$ cat src/rtl/ucsbece154b_prefetch_buffer.sv
// One-block sequential stream prefetcher between the icache miss port and
// the SDRAM instruction-memory model. Demand fills are forwarded to the icache;
// after every fill or buffer hit the next sequential block is fetched into a
// one-block buffer so that a later miss to it is served without SDRAM access.
module ucsbece154b_prefetch_buffer #(
  parameter int unsigned BLOCK_WORDS = 4,
  parameter int unsigned WORD_SIZE   = 32
) (
  input  logic                           clk,
  input  logic                           reset,
  input  logic                           prefetchEnable,
  input  logic                           cacheReadRequest,
  input  logic [31:0]                    cacheReadAddress,
  output logic [WORD_SIZE-1:0]           cacheDataOut,
  output logic                           cacheDataReady,
  output logic [$clog2(BLOCK_WORDS)-1:0] cacheBlockIndex,
  output logic                           memReadRequest,
  output logic [31:0]                    memReadAddress,
  input  logic [WORD_SIZE-1:0]           memDataIn,
  input  logic                           memDataReady,
  input  logic [$clog2(BLOCK_WORDS)-1:0] memBlockIndex,
  output logic [15:0]                    pfHits
);

  localparam int unsigned IDX_W = $clog2(BLOCK_WORDS);
  localparam logic [31:0] BLOCK_BYTES = 32'(4 * BLOCK_WORDS);
  localparam logic [IDX_W-1:0] LAST_IDX = IDX_W'(BLOCK_WORDS - 1);

  typedef enum logic [1:0] {IDLE, DEMAND, DRAIN, PREFETCH} state_t;

  state_t                 state;
  logic [31:0]            tag;
  logic                   valid;
  logic [BLOCK_WORDS-1:0] wvalid;
  logic [WORD_SIZE-1:0]   buffer [BLOCK_WORDS];
  logic [IDX_W-1:0]       word_cnt;
  logic [IDX_W-1:0]       drain_idx;
  logic                   issued;
  logic                   settle;

  logic [31:0]            req_block;
  logic [BLOCK_WORDS-1:0] wvalid_next;

  // Request block address and word-valid bits including the arriving word
  always_comb begin
    req_block   = cacheReadAddress & ~(BLOCK_BYTES - 32'd1);
    wvalid_next = wvalid | ({{(BLOCK_WORDS-1){1'b0}}, 1'b1} << memBlockIndex);
  end

  // Prefetcher FSM with registered outputs
  always_ff @(posedge clk or posedge reset) begin
    if (reset) begin
      state          <= IDLE;
      tag            <= '0;
      valid          <= 1'b0;
      wvalid         <= '0;
      for (int unsigned i = 0; i < BLOCK_WORDS; i++) buffer[i] <= '0;
      word_cnt       <= '0;
      drain_idx      <= '0;
      issued         <= 1'b0;
      settle         <= 1'b0;
      cacheDataOut   <= '0;
      cacheDataReady <= 1'b0;
      cacheBlockIndex <= '0;
      memReadRequest <= 1'b0;
      memReadAddress <= '0;
      pfHits         <= '0;
    end else begin
      cacheDataReady <= 1'b0;
      case (state)
        IDLE: begin
          // The settle cycle swallows the still-held request of a block that
          // was just delivered when no prefetch follows it.
          if (settle) begin
            settle <= 1'b0;
          end else if (cacheReadRequest) begin
            if (valid && tag == req_block) begin
              cacheDataOut    <= buffer[0];
              cacheDataReady  <= 1'b1;
              cacheBlockIndex <= '0;
              drain_idx       <= IDX_W'(1);
              if (pfHits != 16'hFFFF) pfHits <= pfHits + 16'd1;
              state           <= DRAIN;
            end else begin
              valid          <= 1'b0;
              memReadRequest <= 1'b1;
              memReadAddress <= req_block;
              word_cnt       <= '0;
              state          <= DEMAND;
            end
          end
        end
        DEMAND: begin
          if (memDataReady) begin
            memReadRequest  <= 1'b0;
            cacheDataOut    <= memDataIn;
            cacheDataReady  <= 1'b1;
            cacheBlockIndex <= memBlockIndex;
            word_cnt        <= word_cnt + IDX_W'(1);
            if (word_cnt == LAST_IDX) begin
              if (prefetchEnable) begin
                memReadAddress <= memReadAddress + BLOCK_BYTES;
                wvalid         <= '0;
                issued         <= 1'b0;
                state          <= PREFETCH;
              end else begin
                settle <= 1'b1;
                state  <= IDLE;
              end
            end
          end
        end
        DRAIN: begin
          cacheDataOut    <= buffer[drain_idx];
          cacheDataReady  <= 1'b1;
          cacheBlockIndex <= drain_idx;
          drain_idx       <= drain_idx + IDX_W'(1);
          if (drain_idx == LAST_IDX) begin
            valid <= 1'b0;
            if (prefetchEnable) begin
              memReadAddress <= tag + BLOCK_BYTES;
              wvalid         <= '0;
              issued         <= 1'b0;
              state          <= PREFETCH;
            end else begin
              settle <= 1'b1;
              state  <= IDLE;
            end
          end
        end
        PREFETCH: begin
          // Request is raised one cycle after entry, i.e. the cycle after the
          // last demand/drain word is visible to the icache.
          if (!issued) begin
            memReadRequest <= 1'b1;
            issued         <= 1'b1;
          end else if (memDataReady) begin
            memReadRequest        <= 1'b0;
            buffer[memBlockIndex] <= memDataIn;
            wvalid                <= wvalid_next;
            if (&wvalid_next) begin
              valid <= 1'b1;
              tag   <= memReadAddress;
              state <= IDLE;
            end
          end
        end
        default: state <= IDLE;
      endcase
    end
  end

endmodule
$ cat config.mk
export PLATFORM = sky130hd
export DESIGN_NAME = ucsbece154b_prefetch_buffer
export DESIGN_NICKNAME = d
export VERILOG_FILES = /design/src/rtl/ucsbece154b_prefetch_buffer.sv
export SDC_FILE = /design/constraint.sdc
export NUM_CORES = 1
export LEC_CHECK = 0
export CAP_MARGIN = 10
export CORE_MARGIN = 2
export CORE_UTILIZATION = 35
export DETAILED_ROUTE_END_ITERATION = 8
export PLACE_DENSITY_LB_ADDON = 0.05
export SLEW_MARGIN = 20
export SYNTH_ARGS = -nofsm -noshare
export SYNTH_HDL_FRONTEND = slang
export SYNTH_SLANG_ARGS = --single-unit
$ cat constraint.sdc
create_clock -name clk -period 17.1 [get_ports clk]
set_input_delay 1.71 -clock clk [delete_from_list [all_inputs] [get_ports clk]]
set_output_delay 1.71 -clock clk [all_outputs]
set_load 0.1 [all_outputs]
==> implementation parameters, run 1 <==
Parameter                              Value

Timing
  Worst Hold Slack ... 0.467 ns
  Fin. max-slew vios ... 0
  Unrepaired setup endpoints after global routing ... false
  Sum of negative setup slack ... 0 ns
  Hold Violations, Final ... 0
  Fmax achieved ... 248 MHz
  Final setup skew ... roughly 0.017 ns
  Max_slew headroom ... between 20% and 30%
  Number of failing setup endpoints in the final timing report ... 0
  Final critical-path share of the clock period ... a little under a quarter
  Fin crit period ... about 4 ns
  Least-Margin Pin Slew ... ~1.1 ns

Worst setup path
  R2R Path Start ... state[0]$_DFFE_PP0P_
  Kind of end point of the critical path ... flop
  Register-to-register path setup slack ... around 13 ns
  CP startpoint kind ... input pin
  Crit path capture ... pfHits[1]$_DFFE_PP0P_
  Startpoint of the worst setup timing path ... cacheReadAddress[10]
  Crit path arrival time ... between 4 and 5 ns
  Crit Path Class ... in -> reg
  Worst reg2reg path depth ... 10
  Capturing point of the worst reg2reg path ... memReadAddress[25]$_DFFE_PP0P_
  Required time of the worst setup path ... approximately 18 ns
  Crit Path Max Fanout ... 10

Routing
  Final wirelength ... ~36,000 um
  Vias/cell ... approximately 5.3
  Iteration-0 DRC count of the detailed router ... 604
  Antenna violation net count after detailed routing ... 0
  DRC violations left ... 0
  Number of detailed-route iterations in the first pass ... 5
  Wire length per cell ... between 20 and 25 um
  Via total after detailed routing ... 9,361

Logic synthesis
  Post-synthesis share of cell area spent on xor and xnor gates ... approximately 4.7%
  Yosys Warn Count ... 0
  Synth Flop Type ... sky130_fd_sc_hd__dfrtp_1
  Yosys top cell area share ... around half
  Mean instance size in the synthesized netlist ... between 10 and 15 sq um
  Number of enable flip-flop cells after synthesis ... 0
  Cell with the most instances after synthesis ... sky130_fd_sc_hd__dfrtp_1
  Simple logic cell fraction of the synthesized area ... between 10% and 20%
  Most frequent cells after synthesis ... sky130_fd_sc_hd__dfrtp_1, sky130_fd_sc_hd__nand2_1, sky130_fd_sc_hd__mux2_2, sky130_fd_sc_hd__nor2_1, sky130_fd_sc_hd__xnor2_1
  Post-Syn Instances ... around 1,100
  Synth Area in Compound Gates ... 9.94%
  Proportion of synthesized flip-flops having asynchronous set or reset ... between 90% and 100%
  Leading area contributor after synthesis ... sky130_fd_sc_hd__dfrtp_1
  Unique cell type count in the Yosys netlist ... 62
  Total nets after synthesis ... between 1,000 and 1,500
  Synthesized flop and latch total ... 257
  Sequential fraction of the synthesis area ... 50.0%
  Mux contribution to synthesized area ... a little under a fifth
  Synthesized area ... roughly 13,000 sq um
  Synth Area in Adders ... less than 1%
  Main combinational cell family by area after synthesis ... multiplexers
  Main area contributors after synthesis ... sky130_fd_sc_hd__dfrtp_1, sky130_fd_sc_hd__mux2_2, sky130_fd_sc_hd__nand2_1

Floorplan
  Overall die area ... 38,300 sq um
  Core box area ... ~36,000 sq um
  Die X ... between 150 and 200 um
  Total I/O pin count ... around 160
  Height of the die ... 196 um
  Initial Util ... 35.4%
  Number of placement rows ... 70

Placement
  Number of I/O port buffers ... 150
  Weighted congestion at the end of routability-driven global placement ... 0.781
  Post-detailed-placement half-perimeter wirelength ... 21,600 um

Pwr
  Power per standard cell area ... 201 nW/um^2
  Leakage ... a little under 7 nW
  Peak supply drop ... roughly 0.00011 V

CTS
  Cts-stage hold buffer count ... 0
  TritonCTS clock tree ... built
  Clk Latency, worst-skew pair ... between 0.5 and 0.6 ns
  Deepest clock path buffer count ... 3
  Cell at the root of the clock tree ... sky130_fd_sc_hd__clkbuf_16
  Number of instances resized during post-cts repair ... 0
  Total CTS buffers ... 31
  Number of sinks driven by the clock tree ... 257
  Clock Pin Slew Worst Setup and Hold Paths ... 0.06 ns
  CTS H-Tree Depth ... 1
  Buffers inserted during post-CTS setup optimization ... 0

Final layout
  Net count, final ... 1,347
  Number of fillers in the final layout ... about 3,400
  Total area of multi-input combinational cells ... 6100 sq um
  Register area ... 6430 sq um
  Share of final-layout standard cells stronger than drive strength 1 ... 20.2%
  Growth of design area from synthesis to finish ... 23.1%

Min path
  Class of the tightest hold or removal check ... reg -> reg

GRT
  Leftover overflow at the end of global routing ... 0
  Largest net degree at the start of global routing ... 95
  First-pass GRT wire length ... around 57,000 um
  Vias in the first global route ... about 9,500
  Initial antenna violation count ... 4
  GRT Util Overall ... between 10% and 20%

Status
  Outcome ... completed

Flow run
  Number of max-cap violations ... 0
-- power by group --
part / total [mW] / switching (mW) / internal (mW) / leakage, nW
logic: 1.59 / 1.07 / 0.524 / 2.94
clock network: 0.637 / 0.265 / 0.373 / 0.500
registers: 0.950 / 0.138 / 0.813 / 3.43
total: 3.18 / 1.47 / 1.71 / 6.87
-- how the worst min path moves through the flow --
| stage | startpoint | end | slack [ns] | cells past startpoint |
|---|---|---|---|---|
| after floorplan | buffer[0]$_DFFE_PP0P_ | buffer[0]$_DFFE_PP0P_ | 0.44 | 2 |
| after global placement | buffer[15]$_DFFE_PP0P_ | buffer[15]$_DFFE_PP0P_ | 0.45 | 2 |
| after detailed placement | buffer[0]$_DFFE_PP0P_ | buffer[0]$_DFFE_PP0P_ | 0.46 | 2 |
| after CTS | buffer[0]$_DFFE_PP0P_ | buffer[0]$_DFFE_PP0P_ | 0.47 | 2 |
| after global routing | buffer[11]$_DFFE_PP0P_ | buffer[11]$_DFFE_PP0P_ | 0.50 | 2 |
| final | buffer[28]$_DFFE_PP0P_ | buffer[28]$_DFFE_PP0P_ | 0.47 | 2 |
-- critical path, cell delays in order --
cell	delay, ns
sky130_fd_sc_hd__clkdlybuf4s50_1	0.45
sky130_fd_sc_hd__xnor2_1	0.43
sky130_fd_sc_hd__nand4_1	0.22
sky130_fd_sc_hd__nor4_4	0.40
sky130_fd_sc_hd__nand3_4	0.22
sky130_fd_sc_hd__nor2_1	0.47
sky130_fd_sc_hd__and2_1	0.25
sky130_fd_sc_hd__mux2_2	0.33
-- per-layer routing --
metal	GRT usage, %	up-vias	routed length, um
met5	0	-	38
met4	3.76	6	640
met3	3.32	52	1700
met2	31.1	198	17000
met1	26.9	4741	17100
li1	-	4364	-
-- state kept, by name, summed over array words and instances (netlist names), 4 cells and up --
register and cells:
cacheDataOut 32, buffer 128, memReadAddress 32, wvalid 4, tag 32, pfHits 16
-- per-stage QoR --
stage                     setup slack [ns]  cells  power, mW  util, %  cell area (sq um)
after floorplan                       8.32   1143       2.14        -              12800
after global placement               12.47   1703       2.56     40.8              14800
after detailed placement             12.48   1703       2.57     40.8              14800
after CTS                            13.06   1760       3.22     43.5              15800
after global routing                 12.90   1760       3.38     43.5              15800
final                                13.06   1761       3.18     43.5              15800
-- cell families after synthesis --
family          Yosys count
fa+ha+maj                 8
buf+inv                  93
compound gates          175
flops                   257
xor+xnor                 69
simple gates            354
mux                     187
-- cells in the final DEF, fill, tap and decap left out, types with 6 or more instances in the layout --
cell                              instances
sky130_fd_sc_hd__inv_1                   16
sky130_fd_sc_hd__a221oi_1                36
sky130_fd_sc_hd__nor2_1                  54
sky130_fd_sc_hd__dfrtp_1                255
sky130_fd_sc_hd__buf_4                   17
sky130_fd_sc_hd__clkbuf_1                 7
sky130_fd_sc_hd__xnor2_1                 57
sky130_fd_sc_hd__mux4_2                  32
sky130_fd_sc_hd__xor2_1                  12
sky130_fd_sc_hd__clkinv_2                 8
sky130_fd_sc_hd__a32oi_1                  6
sky130_fd_sc_hd__nand3_1                 25
sky130_fd_sc_hd__and3_1                   7
sky130_fd_sc_hd__nand2b_1                 8
sky130_fd_sc_hd__a22oi_1                 19
sky130_fd_sc_hd__nand2_1                195
sky130_fd_sc_hd__clkbuf_8                 9
sky130_fd_sc_hd__nor3_1                  15
sky130_fd_sc_hd__clkbuf_16               31
sky130_fd_sc_hd__clkdlybuf4s50_1        150
sky130_fd_sc_hd__a21oi_1                 14
sky130_fd_sc_hd__mux2_2                 135
sky130_fd_sc_hd__o31ai_1                 38
sky130_fd_sc_hd__mux2i_1                 20
sky130_fd_sc_hd__nand4_1                 14
sky130_fd_sc_hd__o21ai_0                 30
-- cell type report --
type / instances / share of cell area [%]
Inverter: 18 / 0.475
Clock inverter: 10 / 0.435
Timing Repair Buffer: 167 / 10.3
Antenna cell: 1 / 0.0158
Multi-Input combinational cell: 793 / 38.6
Tap cell: 468 / 3.70
Clock buffer: 47 / 5.85
Sequential cell: 257 / 40.7
Note: power is estimated with default switching activity, not from simulation.
==> run 2, diff against run 1 <==
- clock period: 17.1 -> 3.9 ns (I/O delays scaled with it)
==> run 2 against run 1 <==
Worst hold slack got worse by 0.14 ns. Non-clock buffer count grew 16. Global-route usage rose by 0.40 points. Sequential cell count unchanged. Setup slack got worse by 12 ns. First-iteration DRC count grew 4.5%. Via count is essentially flat. Core utilization up 0.60 points. Critical path depth up 2. Largest cell class unchanged. Power rose to 4.4 times the previous value. Largest power group unchanged.
==> implementation parameters, run 2 (synthesis gave the netlist of run 1 again) <==
Parameter                              Value

Floorplan
  Total I/O pin count ... 155 (unchanged)
  Overall die area ... 38,300 sq um (unchanged)
  Initial Util ... 35.4% (unchanged)
  Height of the die ... 196 um (unchanged)
  Die X ... 196 um (unchanged)
  Core box area ... 36,300 sq um (unchanged)
  Number of placement rows ... 70 (unchanged)

Pwr
  Total Power ... 14.1 mW (+340%)
  Switch Pwr ... 6.45 mW (+340%)
  Leakage ... 6.98 nW (+1.6%)
  Proportion of power drawn by the clock network ... 20.6% (+0.6 points)
  Share of power burned in combinational logic ... 49.8% (-0.3 points)
  Power per standard cell area ... 881 nW/um^2 (+340%)
  Peak supply drop ... 0.000498 V (+350%)
  Power share of the sequential group ... 29.6% (-0.3 points)
  Switching Fraction ... 45.7% (-0.60 points)
  Internal power ... 7.67 mW (+350%)

Worst setup path
  Required time of the worst setup path ... 4.39 ns (-13.15 ns)
  Crit Path Max Fanout ... 26 (+16)
  Crit path arrival time ... 3.60 ns (-0.88 ns)
  Kind of end point of the critical path ... flop
  Worst reg2reg path depth ... 10 (unchanged)
  Crit Path Class ... reg -> reg
  CP startpoint kind ... flop

Routing
  Iteration-0 DRC count of the detailed router ... 631 (+4.5%)
  Via total after detailed routing ... 9,365 (+0.043%)
  Antenna violation net count after detailed routing ... 0 (unchanged)
  Final wirelength ... 36,400 um (about the same)
  Number of detailed-route iterations in the first pass ... 4 (-1)
  Vias/cell ... 5.28 (-0.69%)
  Wire length per cell ... 20.5 um (-0.83%)
  DRC violations left ... 0 (unchanged)

GRT
  Met3 track demand over resource ... 3.75% (+0.43 points)
  Initial antenna violation count ... 3 (-1)
  Largest net degree at the start of global routing ... 65 (-32%)
  GR Util met2 ... 32.3% (+1.2 points)
  Busiest grt layer ... met2
  Leftover overflow at the end of global routing ... 0 (unchanged)
  Met1 track demand over resource ... 26.5% (-0.36 points)
  First-pass GRT wire length ... 58,200 um (+1.6%)
  GRT Util Overall ... 19.5% (+0.40 points)
  Vias in the first global route ... 9,711 (+2.5%)

CTS
  Clock Pin Slew Worst Setup and Hold Paths ... 0.06 ns (about the same)
  Deepest clock path buffer count ... 3 (unchanged)
  Clk Latency, worst-skew pair ... 0.58 ns (about the same)
  CTS H-Tree Depth ... 1 (unchanged)
  Number of sinks driven by the clock tree ... 257 (unchanged)
  Number of instances resized during post-cts repair ... 0 (unchanged)
  TritonCTS clock tree ... built
  Total CTS buffers ... 31 (unchanged)
  Cell at the root of the clock tree ... sky130_fd_sc_hd__clkbuf_16
  Buffers inserted during post-CTS setup optimization ... 0 (unchanged)
  Cts-stage hold buffer count ... 0 (unchanged)

Final layout
  Max FFs per register ... 128 (unchanged)
  Share of final-layout standard cells stronger than drive strength 1 ... 21.1% (+0.87 points)
  Commonest cells after routing, fill and taps aside ... sky130_fd_sc_hd__dfrtp_1, sky130_fd_sc_hd__nand2_1, sky130_fd_sc_hd__clkdlybuf4s50_1
  Final non-filler cell area ... 16,000 sq um (+1.4%)
  Largest register by flop count ... buffer
  Most common cell after layout, fill and taps aside ... sky130_fd_sc_hd__dfrtp_1
  Net count, final ... 1,363 (+1.2%)
  Growth of design area from synthesis to finish ... 24.8%
  Share of the core filled with cells in the final layout ... 44.1% (+0.60 points)
  Final cell count without fillers ... 1,774 (+0.74%)

Timing
  Unrepaired setup endpoints after global routing ... false
  Final setup skew ... 0.0173 ns (+0.000112 ns)
  Max_slew headroom ... 27.1% (+2.4 points)
  Least-Margin Pin Slew ... 1.09 ns (-0.0357 ns)
  Sum of negative setup slack ... 0 ns (unchanged)
  Final WS setup ... 0.788 ns (-12.27 ns)
  Worst Hold Slack ... 0.327 ns (-0.140 ns)
  Final critical-path share of the clock period ... 79.8%
  Fin crit period ... 3.11 ns
  Fin. max-slew vios ... 0 (unchanged)
  Hold Violations, Final ... 0 (unchanged)
  Number of failing setup endpoints in the final timing report ... 0 (unchanged)
  Fmax achieved ... roughly 320 MHz

Placement
  Placed Cells ... 1,719 (+0.94%)
  Weighted congestion at the end of routability-driven global placement ... 0.809 (+3.5%)
  Number of I/O port buffers ... 150 (unchanged)
  Post-detailed-placement half-perimeter wirelength ... 22,900 um (+5.7%)
  Minimum setup slack after placement ... 0.575 ns (-11.91 ns)
  Total placed instance area ... 15,000 sq um (+1.2%)

Min path
  Class of the tightest hold or removal check ... in -> async

Status
  Outcome ... completed

Flow run
  Number of max-cap violations ... 0 (unchanged)
run 2: worst paths after layout:
check                                                  to                   start  slack [ns]
max in group asynchronous  memReadAddress[22]$_DFFE_PP0P_                   reset        2.74
setup reg to reg           memReadAddress[19]$_DFFE_PP0P_    state[0]$_DFFE_PP0P_        0.79
setup / recovery           memReadAddress[19]$_DFFE_PP0P_    state[0]$_DFFE_PP0P_        0.79
min in group clk                   buffer[17]$_DFFE_PP0P_           memDataIn[17]        0.45
hold / removal                     buffer[42]$_DFFE_PP0P_                   reset        0.33
hold reg to reg                    buffer[13]$_DFFE_PP0P_  buffer[13]$_DFFE_PP0P_        0.47
run 2: critical path, cell delays in order (launching register included):
cell                      delay, ns
sky130_fd_sc_hd__dfrtp_1       0.41
sky130_fd_sc_hd__inv_1         0.14
sky130_fd_sc_hd__ha_4          0.37
sky130_fd_sc_hd__nand4_1       0.21
sky130_fd_sc_hd__a22oi_2       0.35
sky130_fd_sc_hd__nand4_1       0.52
sky130_fd_sc_hd__buf_4         0.34
sky130_fd_sc_hd__nor3_1        0.24
sky130_fd_sc_hd__xnor2_1       0.15
sky130_fd_sc_hd__a22oi_1       0.09
sky130_fd_sc_hd__o21ai_0       0.19
run 2: power by group through the flow:
| stage | Clock, mW | Sequential, mW | Combinational [mW] |
|---|---|---|---|
| floorplan | 0 | 5.92 | 3.47 |
| global placement | 0 | 4.23 | 7.06 |
| global route | 3.12 | 4.31 | 7.61 |
| CTS | 3.01 | 4.19 | 7.13 |
| detailed placement | 0 | 4.23 | 7.13 |
| finish | 2.91 | 4.18 | 7.04 |
run 2: area by class of cell:
cell class                 instances  area [sq um]
sequential                       257          6430
multi-input combinational        793          6100
fill                            3406         20300
timing repair buffer             183          1810
clock buffer                      48           960
antenna                            1          2.50
inverter                          18          71.3
clock inverter                     6          76.3
tap                              468           586
run 2: routing by layer:
metal	share of wire, %	vias to the layer above
met1	46	4737
met5	0.074	-
met4	2.1	4
li1	-	4404
met3	4.5	53
met2	48	167
